File: config.mk
export PLATFORM = sky130hd
export DESIGN_NAME = sqrl_jtag_stream
export DESIGN_NICKNAME = d
export VERILOG_FILES = /design/src/rtl/sqrl_jtag_pkg.sv /design/src/rtl/sqrl_sync_fifo.sv /design/src/rtl/sqrl_jtag_stream.sv
export SDC_FILE = /design/constraint.sdc
export NUM_CORES = 1
export LEC_CHECK = 0
export CAP_MARGIN = 20
export CELL_PAD_IN_SITES_DETAIL_PLACEMENT = 1
export CELL_PAD_IN_SITES_GLOBAL_PLACEMENT = 1
export CORE_UTILIZATION = 40
export CTS_BUF_LIST = sky130_fd_sc_hd__clkbuf_16
export DETAILED_ROUTE_END_ITERATION = 8
export PLACE_DENSITY = 0.6
export SLEW_MARGIN = 10
export SYNTH_ARGS = -nofsm -noshare
export SYNTH_HDL_FRONTEND = slang
export SYNTH_SLANG_ARGS = --single-unit
File: constraint.sdc
create_clock -name clk -period 4.4 [get_ports clk]
set_input_delay 0.88 -clock clk [delete_from_list [all_inputs] [get_ports clk]]
set_output_delay 0.88 -clock clk [all_outputs]
set_load 0.01 [all_outputs]
File: src/rtl/sqrl_jtag_pkg.sv
// Shared constants for the JTAG byte/word stream: DR frame layout and
// synchroniser bit positions.
package sqrl_jtag_pkg;

    // Offsets above the DATA_W-bit data field of the DR frame.
    localparam int unsigned FRAME_ACK_BIT            = 0;  // update frame: host_ack
    localparam int unsigned FRAME_VALID_BIT          = 1;  // update frame: host_valid
    localparam int unsigned FRAME_STATUS_TXAVAIL_BIT = 0;  // capture frame: tx_avail
    localparam int unsigned FRAME_STATUS_RXSPACE_BIT = 1;  // capture frame: rx_space

    // Bit positions of the raw JTAG inputs inside the synchroniser vector.
    localparam int unsigned SYNC_TCK   = 0;
    localparam int unsigned SYNC_TDI   = 1;
    localparam int unsigned SYNC_SEL   = 2;
    localparam int unsigned SYNC_CAP   = 3;
    localparam int unsigned SYNC_SHIFT = 4;
    localparam int unsigned SYNC_UPD   = 5;
    localparam int unsigned SYNC_W     = 6;

    function automatic int unsigned frame_w(input int unsigned data_w);
        return data_w + 2;
    endfunction

endpackage

File: src/rtl/sqrl_sync_fifo.sv
// Single-clock first-word-fall-through FIFO; pop_data reads 0 while empty.
// A push into a full FIFO is refused even when a pop happens the same cycle.
module sqrl_sync_fifo #(
    parameter int unsigned WIDTH = 8,
    parameter int unsigned DEPTH = 16
) (
    input  logic                     clk,
    input  logic                     rstn,
    input  logic                     push,
    input  logic [WIDTH-1:0]         push_data,
    input  logic                     pop,
    output logic [WIDTH-1:0]         pop_data,
    output logic                     full,
    output logic                     empty,
    output logic [$clog2(DEPTH):0]   level
);

    localparam int unsigned AW = $clog2(DEPTH);

    logic [WIDTH-1:0] mem [DEPTH];
    logic [AW-1:0]    wr_ptr;
    logic [AW-1:0]    rd_ptr;
    logic [AW:0]      count;
    logic             do_push;
    logic             do_pop;

    assign full     = (count == (AW+1)'(DEPTH));
    assign empty    = (count == '0);
    assign level    = count;
    assign do_push  = push & ~full;
    assign do_pop   = pop & ~empty;
    assign pop_data = empty ? '0 : mem[rd_ptr];

    always_ff @(posedge clk) begin
        if (!rstn) begin
            wr_ptr <= '0;
            rd_ptr <= '0;
            count  <= '0;
        end else begin
            if (do_push) wr_ptr <= wr_ptr + 1'b1;
            if (do_pop)  rd_ptr <= rd_ptr + 1'b1;
            case ({do_push, do_pop})
                2'b10:   count <= count + 1'b1;
                2'b01:   count <= count - 1'b1;
                default: count <= count;
            endcase
        end
    end

    always_ff @(posedge clk) begin
        if (do_push) mem[wr_ptr] <= push_data;
    end

endmodule

File: src/rtl/sqrl_jtag_stream.sv
// Flow-controlled bidirectional word stream over one USER DR chain; the raw
// BSCANE2 signals are oversampled and all JTAG actions run in the clk domain.
module sqrl_jtag_stream
    import sqrl_jtag_pkg::*;
#(
    parameter int unsigned DATA_W      = 8,
    parameter int unsigned TX_DEPTH    = 16,
    parameter int unsigned RX_DEPTH    = 16,
    parameter int unsigned SYNC_STAGES = 2
) (
    input  logic                        clk,
    input  logic                        rstn,
    input  logic                        jtag_tck,
    input  logic                        jtag_tdi,
    input  logic                        jtag_sel,
    input  logic                        jtag_capture,
    input  logic                        jtag_shift,
    input  logic                        jtag_update,
    output logic                        jtag_tdo,
    output logic [DATA_W-1:0]           rx_data,
    output logic                        rx_valid,
    input  logic                        rx_ready,
    input  logic [DATA_W-1:0]           tx_data,
    input  logic                        tx_valid,
    output logic                        tx_ready,
    output logic                        rx_overflow,
    output logic [$clog2(TX_DEPTH):0]   tx_level,
    output logic [$clog2(RX_DEPTH):0]   rx_level
);

    localparam int unsigned FW = frame_w(DATA_W);

    logic [SYNC_W-1:0] raw;
    logic [SYNC_W-1:0] synced;
    logic              tck_q;
    logic              tck_rise;
    logic              do_cap;
    logic              do_shift;
    logic              do_upd;
    logic [FW-1:0]     sr;
    logic [FW-1:0]     cap_frame;
    logic              cap_txv;
    logic              tdo_q;
    logic              overflow_q;
    logic [DATA_W-1:0] tx_head;
    logic              tx_full;
    logic              tx_empty;
    logic              tx_push;
    logic              tx_pop;
    logic              rx_full;
    logic              rx_empty;
    logic              rx_push;

    always_comb begin
        raw             = '0;
        raw[SYNC_TCK]   = jtag_tck;
        raw[SYNC_TDI]   = jtag_tdi;
        raw[SYNC_SEL]   = jtag_sel;
        raw[SYNC_CAP]   = jtag_capture;
        raw[SYNC_SHIFT] = jtag_shift;
        raw[SYNC_UPD]   = jtag_update;
    end

    for (genvar s = 0; s < SYNC_STAGES; s++) begin : g_sync
        logic [SYNC_W-1:0] q;
        if (s == 0) begin : g_first
            always_ff @(posedge clk) begin
                if (!rstn) q <= '0;
                else       q <= raw;
            end
        end else begin : g_next
            always_ff @(posedge clk) begin
                if (!rstn) q <= '0;
                else       q <= g_sync[s-1].q;
            end
        end
    end
    assign synced = g_sync[SYNC_STAGES-1].q;

    // Capture/shift/update are mutually exclusive TAP states; priority only
    // guards against glitchy sampling.
    assign tck_rise = synced[SYNC_TCK] & ~tck_q;
    assign do_cap   = tck_rise & synced[SYNC_SEL] & synced[SYNC_CAP];
    assign do_shift = tck_rise & synced[SYNC_SEL] & synced[SYNC_SHIFT] & ~synced[SYNC_CAP];
    assign do_upd   = tck_rise & synced[SYNC_SEL] & synced[SYNC_UPD]
                    & ~synced[SYNC_CAP] & ~synced[SYNC_SHIFT];

    always_comb begin
        cap_frame                                     = '0;
        cap_frame[DATA_W-1:0]                         = tx_head;
        cap_frame[DATA_W + FRAME_STATUS_TXAVAIL_BIT]  = ~tx_empty;
        cap_frame[DATA_W + FRAME_STATUS_RXSPACE_BIT]  = ~rx_full;
    end

    assign tx_pop  = do_upd & sr[DATA_W + FRAME_ACK_BIT] & cap_txv;
    assign rx_push = do_upd & sr[DATA_W + FRAME_VALID_BIT];

    always_ff @(posedge clk) begin
        if (!rstn) begin
            tck_q      <= 1'b0;
            sr         <= '0;
            cap_txv    <= 1'b0;
            tdo_q      <= 1'b0;
            overflow_q <= 1'b0;
        end else begin
            tck_q <= synced[SYNC_TCK];
            tdo_q <= sr[0];
            if (do_cap) begin
                sr      <= cap_frame;
                cap_txv <= ~tx_empty;
            end else if (do_shift) begin
                sr <= {synced[SYNC_TDI], sr[FW-1:1]};
            end else if (do_upd) begin
                cap_txv <= 1'b0;
                if (rx_push && rx_full) overflow_q <= 1'b1;
            end
        end
    end

    assign jtag_tdo    = tdo_q;
    assign rx_overflow = overflow_q;
    assign tx_ready    = rstn & ~tx_full;
    assign tx_push     = tx_valid & tx_ready;
    assign rx_valid    = ~rx_empty;

    sqrl_sync_fifo #(.WIDTH(DATA_W), .DEPTH(TX_DEPTH)) u_tx_fifo (
        .clk       (clk),
        .rstn      (rstn),
        .push      (tx_push),
        .push_data (tx_data),
        .pop       (tx_pop),
        .pop_data  (tx_head),
        .full      (tx_full),
        .empty     (tx_empty),
        .level     (tx_level)
    );

    sqrl_sync_fifo #(.WIDTH(DATA_W), .DEPTH(RX_DEPTH)) u_rx_fifo (
        .clk       (clk),
        .rstn      (rstn),
        .push      (rx_push),
        .push_data (sr[DATA_W-1:0]),
        .pop       (rx_ready),
        .pop_data  (rx_data),
        .full      (rx_full),
        .empty     (rx_empty),
        .level     (rx_level)
    );

endmodule
==> flow_summary.toml <==
[die]
die_h_um = 180
rows = 64
coreArea_um2 = 30900
die_width_um = 180
dieArea_um2 = 32500
start_util_pct = 41.1
pin_count = 40

[yosys]
synth_top_area_share_pct = 60.4
postSynth.asyncResetShare_pct = 0
syn-num-nets = 760
synth.cell_area_um2 = 12700
syn_avg_cell_area_um2 = 17.6
ys_top_cells_by_area = "edfxtp_1, mux4_2, dfxtp_1"
ys_seq_area_share_pct = 69.9
synth_flop_cell = "edfxtp_1"
synthCells = 724
synth-seq-cells = 316
yosysTopAreaCell = "edfxtp_1"
yosysWarnings = 0
synth_edf_count = 256
synth.top_cells.by_count = "edfxtp_1, mux4_2, dfxtp_1"
yosysMostFrequentCell = "edfxtp_1"
yosysUniqueCellTypes = 55

[detailed_routing]
routed_wl_mm = 27.0
first_iter_violations = 409
drcViolationCount = 0
via_per_inst = 5.38
wl_per_cell_um = 22.6
antenna_left = 0
vias = 6441
drtPass1Iterations = 4

[place]
place.port_buffers = 39
placement.setup.worst_slack_ps = 514
dp_hpwl_mm = 17.5
gp_congestion = 0.716

[grt]
grt_pass1_vias = 6888
grt_max_degree = 66
grt_first_pass_wirelength_mm = 41.7
antenna_found_initial = 0
grtUsageTotal_pct = 17.0
grt_overflow = 0

[setup_path]
required_ps = 3520
startpoint_type = "flop"
critPathArrivalTime_ps = 3130
crit_type = "flop to primary output"
cp-end-kind = "primary output"
cp_max_fo = 14

[pwr]
power.share.clock_pct = 45.8
power.leakage_nw = 4.98
combPwrFrac_pct = 1.7
switching_power_mw = 1.16
p_int_mw = 5.01
ir_drop_uv = 334
swShare_pct = 18.8
p_per_area_nw_per_um2 = 420
power_frac_seq_pct = 52.5

[min_path]
min_path_type = "flop to flop"

[flow_run]
cap_viol_max_count = 0

[cts]
cts_tree = "built"
path_clk_slew_ps = 50
cts-root-buf = "clkbuf_16"
clk_latency_ps = 500
holdBufCountCts = 0
cts_made_buffers = 35
cts.sinks = 316
post-cts-setup-buffers = 0
cts_max_path_buffers = 3
h-tree-depth = 2
cts_resized = 0

[timing]
slew_headroom_pct = 31.7
setup_ws_ps = 387
setup_viol = 0
fin_crit_ps = 4010
rsz0062_at_grt = "false"
clock.fmax_ghz = 0.249
slew_viol_final = 0
finalCritPeriodShare_pct = 91.2
worstMarginPinSlew_ps = 1020
fin_tns_setup_ps = 0
finalClockSkew_ps = 14.4
finalHoldViolCount = 0

[finish]
syn2layout_area_growth_pct = 15.5
drive_above_1_share_pct = 20.3
nNetsFinal = 814
antenna_cells = 0

[status]
status = "complete, no violations"
layout by cell type, fill, tap and decap left out, types with 3 or more instances in the layout:
| master | count |
|---|---|
| nand2b_1 | 4 |
| nor2_1 | 29 |
| edfxtp_1 | 256 |
| mux2_2 | 16 |
| a31oi_1 | 3 |
| xor2_1 | 6 |
| inv_1 | 34 |
| dfxtp_1 | 57 |
| nor3_1 | 9 |
| nor2b_1 | 9 |
| and2_1 | 54 |
| dfxtp_2 | 3 |
| mux2i_1 | 4 |
| nand3_1 | 8 |
| clkdlybuf4s50_1 | 38 |
| mux4_2 | 72 |
| o21ai_0 | 24 |
| bufinv_16 | 4 |
| nand4_1 | 4 |
| xnor2_1 | 13 |
| clkbuf_16 | 37 |
| buf_4 | 15 |
| and4_1 | 4 |
| clkinv_1 | 8 |
| a221oi_1 | 8 |
| ha_1 | 17 |
| nand2_1 | 20 |
| a21oi_1 | 6 |
critical path, cell delays in order, from the launching register on:
cell and delay (ps):
dfxtp_2 550, buf_4 380, mux4_2 560, mux4_2 470, and2_1 190, clkdlybuf4s50_1 490
state kept, by name (all words and copies together) (netlist names), 4 cells and up, named ones only:
register	flops
u_tx_fifo.mem	128
sr	10
u_rx_fifo.mem	128
u_rx_fifo.wr_ptr	4
u_tx_fifo.rd_ptr	4
u_tx_fifo.wr_ptr	4
u_tx_fifo.level	5
g_sync.q	12
u_rx_fifo.rd_ptr	4
u_rx_fifo.level	5
power groups by stage:
stage          Clock [mW]  Combinational, mW  Sequential (mW)
2_1_floorplan           0             0.0516             3.29
3_3_place_gp            0              0.100             3.30
3_5_place_dp            0              0.104             3.30
4_1_cts              2.90              0.105             3.24
5_1_grt              3.00              0.113             3.24
6_report             2.83              0.103             3.24
metrics by stage:
stage                     cells  hold slack [ps]  utilization (%)  power (mW)  instance area (µm²)
after floorplan             724              412                -        3.35                12700
after global placement     1137              419             43.9        3.40                13600
after detailed placement   1137              429             43.9        3.40                13600
after CTS                  1197              443             47.5        6.24                14700
after global routing       1197              467             47.5        6.35                14700
final                      1197              437             47.5        6.17                14700
metal layers:
layer  vias to the layer above  track usage (%)  share of wire (%)
li1                       2923                -                  -
met1                      3362             23.8                 46
met2                       116             27.9                 48
met3                        40             2.71                4.0
met4                         0             4.38                1.7
met5                         -                0                  0
area by class of cell:
type | instances | area (µm²)
inverter | 25 | 93.8
fill | 2939 | 16200
multi-input combinational | 346 | 3590
timing repair buffer | 54 | 498
clock inverter | 23 | 194
sequential | 316 | 8890
tap | 396 | 495
clock buffer | 37 | 926
kinds of logic (layout without fill, tap and decap cells):
family / Yosys count / count (layout) / synth area share [%]
buf+inv: 62 / 139 / 1.91
flops: 316 / 316 / 69.9
compound gates: 60 / 60 / 3.53
simple gates: 157 / 157 / 7.05
xor+xnor: 19 / 19 / 1.31
mux: 92 / 92 / 14.5
fa+ha+maj: 18 / 18 / 1.83
worst paths after layout:
| path | endpoint | slack, ps | depth (start not counted) | startpoint |
|---|---|---|---|---|
| max | rx_data[2] | 390 | 5 | flop |
| min reg2reg | g_sync[1].q[2] | 440 | 1 | g_sync[0].q[2] |
| min | g_sync[1].q[2] | 440 | 1 | g_sync[0].q[2] |
| max reg2reg | u_tx_fifo.level[2] | 790 | 10 | g_sync[1].q[3] |
No activity file was read; power rests on OpenSTA's default activity.
